**config.mk**
```make
export PLATFORM = sky130hd
export DESIGN_NAME = spi_txn_arbiter
export DESIGN_NICKNAME = d
export VERILOG_FILES = /design/src/rtl/spi_txn_arbiter.sv
export SDC_FILE = /design/constraint.sdc
export NUM_CORES = 1
export LEC_CHECK = 0
export CAP_MARGIN = 30
export CORE_MARGIN = 2
export CORE_UTILIZATION = 46
export CTS_CLUSTER_SIZE = 28
export DETAILED_ROUTE_END_ITERATION = 6
export PLACE_DENSITY = 0.8
export REMOVE_ABC_BUFFERS = 1
export SLEW_MARGIN = 30
export SYNTH_ARGS = -nofsm -noshare
export SYNTH_HDL_FRONTEND = slang
export SYNTH_SLANG_ARGS = --single-unit
```
**constraint.sdc**
```tcl
create_clock -name clk -period 2 [get_ports clk]
set_input_delay 0.5 -clock clk [delete_from_list [all_inputs] [get_ports clk]]
set_output_delay 0.5 -clock clk [all_outputs]
set_load 0.01 [all_outputs]
```
**src/rtl/spi_txn_arbiter.sv**
```systemverilog
// spi_txn_arbiter: round-robin sharing of one SPI byte engine with timeout and CS-idle gap
module spi_txn_arbiter #(
  parameter int NUM_REQ = 4,
  parameter int GAP_CYCLES = 8,
  parameter int TIMEOUT = 256,
  parameter int SEL_W = (NUM_REQ > 1) ? $clog2(NUM_REQ) : 1
) (
  input  logic                 clk,
  input  logic                 rst,
  input  logic [NUM_REQ-1:0]   req,
  input  logic [8*NUM_REQ-1:0] wdata,
  output logic [NUM_REQ-1:0]   ack,
  output logic                 err,
  output logic [SEL_W-1:0]     err_id,
  output logic                 busy,
  output logic                 m_start,
  output logic [7:0]           m_data,
  output logic [SEL_W-1:0]     m_sel,
  input  logic                 m_done
);
  localparam int TW = $clog2(TIMEOUT) + 1;
  localparam int GW = (GAP_CYCLES > 0) ? $clog2(GAP_CYCLES + 1) : 1;
  typedef enum logic [1:0] {IDLE, LAUNCH, WAIT, GAP} state_t;
  state_t state, state_d;
  logic [SEL_W-1:0] rr_ptr, rr_d, win, nxt, m_sel_d, err_id_d;
  logic [SEL_W:0] idx;
  logic [TW-1:0] timer, timer_d;
  logic [GW-1:0] gcnt, gcnt_d;
  logic [7:0] m_data_d;
  logic [NUM_REQ-1:0] ack_d;
  logic m_start_d, err_d;
  // descending scan so the requester closest to rr_ptr is written last and wins
  always_comb begin
    win = '0;
    idx = '0;
    for (int i = NUM_REQ - 1; i >= 0; i--) begin
      idx = {1'b0, rr_ptr} + (SEL_W+1)'(i);
      if (idx >= (SEL_W+1)'(NUM_REQ)) idx = idx - (SEL_W+1)'(NUM_REQ);
      if (req[idx[SEL_W-1:0]]) win = idx[SEL_W-1:0];
    end
  end
  assign nxt = (m_sel == SEL_W'(NUM_REQ - 1)) ? '0 : m_sel + 1'b1;
  always_comb begin
    state_d = state;
    rr_d = rr_ptr;
    timer_d = timer;
    gcnt_d = gcnt;
    m_sel_d = m_sel;
    m_data_d = m_data;
    m_start_d = 1'b0;
    ack_d = '0;
    err_d = 1'b0;
    err_id_d = err_id;
    case (state)
      IDLE: if (|req) begin
        state_d = LAUNCH;
        m_sel_d = win;
        m_data_d = wdata[8*win +: 8];
        m_start_d = 1'b1;
      end
      LAUNCH: begin
        state_d = WAIT;
        timer_d = '0;
      end
      WAIT: begin
        timer_d = timer + 1'b1;
        if (m_done || timer == TW'(TIMEOUT - 1)) begin
          ack_d = m_done ? NUM_REQ'(1) << m_sel : '0;
          err_d = !m_done;
          err_id_d = m_done ? err_id : m_sel;
          rr_d = nxt;
          gcnt_d = '0;
          state_d = (GAP_CYCLES == 0) ? IDLE : GAP;
        end
      end
      default: begin
        gcnt_d = gcnt + 1'b1;
        if (gcnt == GW'(GAP_CYCLES - 1)) state_d = IDLE;
      end
    endcase
  end
  always_ff @(posedge clk) begin
    if (rst) begin
      state <= IDLE;
      rr_ptr <= '0;
      timer <= '0;
      gcnt <= '0;
      m_start <= 1'b0;
      m_data <= '0;
      m_sel <= '0;
      ack <= '0;
      err <= 1'b0;
      err_id <= '0;
      busy <= 1'b0;
    end else begin
      state <= state_d;
      rr_ptr <= rr_d;
      timer <= timer_d;
      gcnt <= gcnt_d;
      m_start <= m_start_d;
      m_data <= m_data_d;
      m_sel <= m_sel_d;
      ack <= ack_d;
      err <= err_d;
      err_id <= err_id_d;
      busy <= state_d != IDLE;
    end
  end
endmodule

```
==> metrics.md <==
| Metric | Value |
|---|---|
| Multi-input logic area | 1020 sq um |
| Post-DRT Antenna Nets | 0 |
| Final hold violation count | 0 |
| Initial antenna violation count | 0 |
| Drt via density | 5.20 |
| Setup bufs post-CTS | 0 |
| Most used DFF post-synth | dfxtp_1 |
| Worst Hold Margin | 0.480 ns |
| Vias post-DR | about 1600 |
| First-pass GRT wire length | just over 7000 um |
| Htree depth | 2 |
| Mapped Cells | between 150 and 200 |
| Vias in the first global route | roughly 1600 |
| Post-synth EDFFs | 0 |
| Register area share after synthesis | 39.9% |
| Placed wire-length estimate | 3360 um |
| Syn Area/Cell | 9.45 sq um |
| GR Overflow Total | 0 |
| I/O Pins | 58 |
| Drt wl/cell | 14.0 um |
| Most common cell on crit path | o221ai_2 |
| Clk_skew | 0.00982 ns |
| Required time of the critical path | 2.18 ns |
| Crit path DAT | ~2.1 ns |
| Leading area contributor after synthesis | dfxtp_1 |
| Remaining DRCs | 0 |
| Maxcap violations | 0 |
| Largest net degree at the start of global routing | 18 |
| N_diodes | 0 |
| Max-slew headroom | 71.4% |
| Worst r2r dst | gcnt[3] |
| Max Transition Viols Final | 0 |
| Ranking of synthesized cells by area | dfxtp_1, mux2i_1, o221ai_2 |
| RD Place Congestion | 0.791 |
| Max VDD drop | 0.000627 V |
| Minimum clock period | 1.92 ns |
| #FFs+latches synth | 36 |
| Tightest Hold Check Type | register to register |
| Die W | about 67 um |
| Nets | 313 |
| CP max stage delay | 0.54 ns |
| Reg2Reg Setup Slack | 0.15 ns |
| Hold Crit Start | gcnt[1] |
| Post-Synth Adder-Cell Area | ~5.5% |
| Critical-path maximum fanout | 17 |
| Async SR Flop Fraction | 0% |
| FILL cells | just under 300 |
| Period Utilization, post-route | between 90% and 100% |
| Crit-path cells | clkdlybuf4s50_1 > or3b_1 > o221ai_2 > buf_12 > mux2i_1 > o221ai_2 |
| Root Buffer Master | clkbuf_8 |
| Share of cells above drive strength 1 | 15.4% |
| Cts bufs inserted | 5 |
| Leak | 0.00109 uW |
| CTS tree | done |
| Synth cell types | 38 |
| YS warnings | 0 |
| Initial Util | between 40% and 50% |
| PortBufs | 57 |
| Clock Path Buffers | 2 |
| Status | completed |
| Xor/xnor cell area share of the yosys netlist | around 3.9% |
| Register Area | 721 sq um |
| Full die area | 4440 sq um |
| Mux cell area share after synthesis | 11.1% |
| Worst-Margin Slew | ~0.43 ns |
| 1st-pass router iterations | 4 |
| Gr usage total | 20.7% |
| WS Path Type | input port to register |
| Initial drt markers | 32 |
| Area growth, synth to finish | 47.7% |
| FF-to-FF Start | timer[0] |
| Mapped cell area | 1810 sq um |
| Yosys top cell area share | around two fifths |
| Hold Crit Endpoint | gcnt[1] |
| Final WL | 4400 um |
| Die extent in y | 66.7 um |
| Crit. End Element | register |
| Final setup fails | 0 |
| Row count | 22 |
| R2r worst-path depth | 8 |
| Worst Setup Start Kind | input port |
| Setup_tns | 0 ns |
| Simple logic cell fraction of the synthesized area | 20.0% |
| Core area | 3720 sq um |
| Main combinational cell family by area after synthesis | simple AND/OR/NAND/NOR gates |
| Compound-Gate Fraction of Synth Area | between 10% and 20% |
| Clock sinks | 36 |
| Worst skew pair latency | 0.29 ns |
| Hold path depth | 2 |
| Power per cell area | 976 nW/um^2 |
| Clock transition at path regs | 0.07 ns |
| F_max | 521 MHz |
| Max stage delay cell, worst path | clkdlybuf4s50_1 |
## cell families after synthesis
logic type,after synthesis
and+or+nand+nor,75
DFF,36
AOI/OAI and AO/OA,30
muxes,20
buffers and inverters,14
xor gates and xnor gates,8
adders and majority gates,8
## sequential cells by signal (all words and copies together), names as in the netlist
| signal | count |
|---|---|
| m_start | 1 |
| ack | 4 |
| err | 1 |
| state | 2 |
| gcnt | 4 |
| rr_ptr | 2 |
| busy | 1 |
| err_id | 2 |
| m_data | 8 |
| timer | 9 |
| m_sel | 2 |
## area by class of cell
class	count	area share (%)
clock buffer	6	2.72
clock inverter	2	1.31
inverter	6	0.844
multi-input combinational	141	38.2
sequential	36	27.0
tap	48	2.25
timing repair buffer	76	27.7
## where the power goes
group	internal [uW]	total, uW	leakage [uW]	switching [uW]
clock network	370	629	0.0000552	259
registers	848	934	0.000293	86.2
logic	552	1040	0.000737	489
## worst max-delay path: cells and delay by family
| kind | cells | cell delay [ns] |
|---|---|---|
| muxes | 1 | 0.26 |
| and+or+nand+nor | 1 | 0.37 |
| AOI/OAI and AO/OA | 2 | 0.21 |
| buffers and inverters | 2 | 0.75 |
## Yosys cell counts (2+ instances only)
| master | count |
|---|---|
| a21oi_1 | 10 |
| nand3_1 | 15 |
| nand4_1 | 2 |
| ha_1 | 8 |
| nand2_1 | 16 |
| o21ai_1 | 2 |
| nand3b_1 | 2 |
| nor3_1 | 5 |
| nor2_1 | 22 |
| clkbuf_1 | 4 |
| o221ai_2 | 9 |
| mux2i_1 | 20 |
| inv_1 | 5 |
| dfxtp_1 | 36 |
| xor2_1 | 6 |
| nand2b_1 | 2 |
| or3b_1 | 2 |
| o31ai_1 | 2 |
| and3_1 | 2 |
| or3_1 | 2 |
| xnor2_1 | 2 |
## cells in the final DEF, fill, tap and decap left out, types with 2 or more instances in the layout
cell type / instances
clkdlybuf4s50_1: 57
inv_1: 5
mux2i_2: 2
and3_1: 2
ha_1: 7
or3b_1: 2
nand3b_1: 2
nor2_1: 22
nor3_1: 4
nand4_1: 2
o221ai_2: 9
nand3_1: 15
nand2_1: 16
dfxtp_1: 36
xnor2_1: 2
o21ai_1: 2
or3_1: 2
xor2_1: 6
mux2i_1: 18
buf_12: 2
clkbuf_8: 5
o31ai_1: 2
buf_4: 17
a21oi_1: 10
nand2b_1: 2
## what timing repair did
item                                    4_1_cts  5_1_grt
hold buffers                                  0        0
endpoints found under the setup margin        0        8
gates resized for setup                       0        4
## metal layers
layer / track usage (%) / vias up / share of wire [%]
li1: - / 831 / -
met1: 24.1 / 745 / 44
met2: 36.3 / 55 / 46
met3: 6.76 / 7 / 8.5
met4: 5.36 / 0 / 1.2
met5: 0 / - / 0
## how the worst max path moves through the flow
stage / start / endpoint / slack, ns / depth (start not counted)
4_1_cts: req[2] / m_data[1] / 0.08 / 6
3_3_place_gp: req[2] / m_data[7] / -0.18 / 6
2_1_floorplan: req[3] / m_data[7] / 0.03 / 3
6_report: req[2] / m_data[1] / 0.08 / 6
5_1_grt: req[2] / m_data[1] / -0.003 / 6
3_5_place_dp: req[2] / m_data[1] / -0.24 / 6
## through the flow
stage,instance area (sq um),setup slack [ns],cells,total power (uW),utilization [%]
after floorplan,1750,0.0279,183,1470,-
after global placement,2540,-0.178,307,1970,68.5
after detailed placement,2540,-0.237,307,1990,68.5
after CTS,2650,0.0790,315,2620,71.4
after global routing,2670,-0.00316,315,2760,71.8
final,2670,0.0807,315,2600,71.8
No activity file was read; power rests on OpenSTA's default activity.
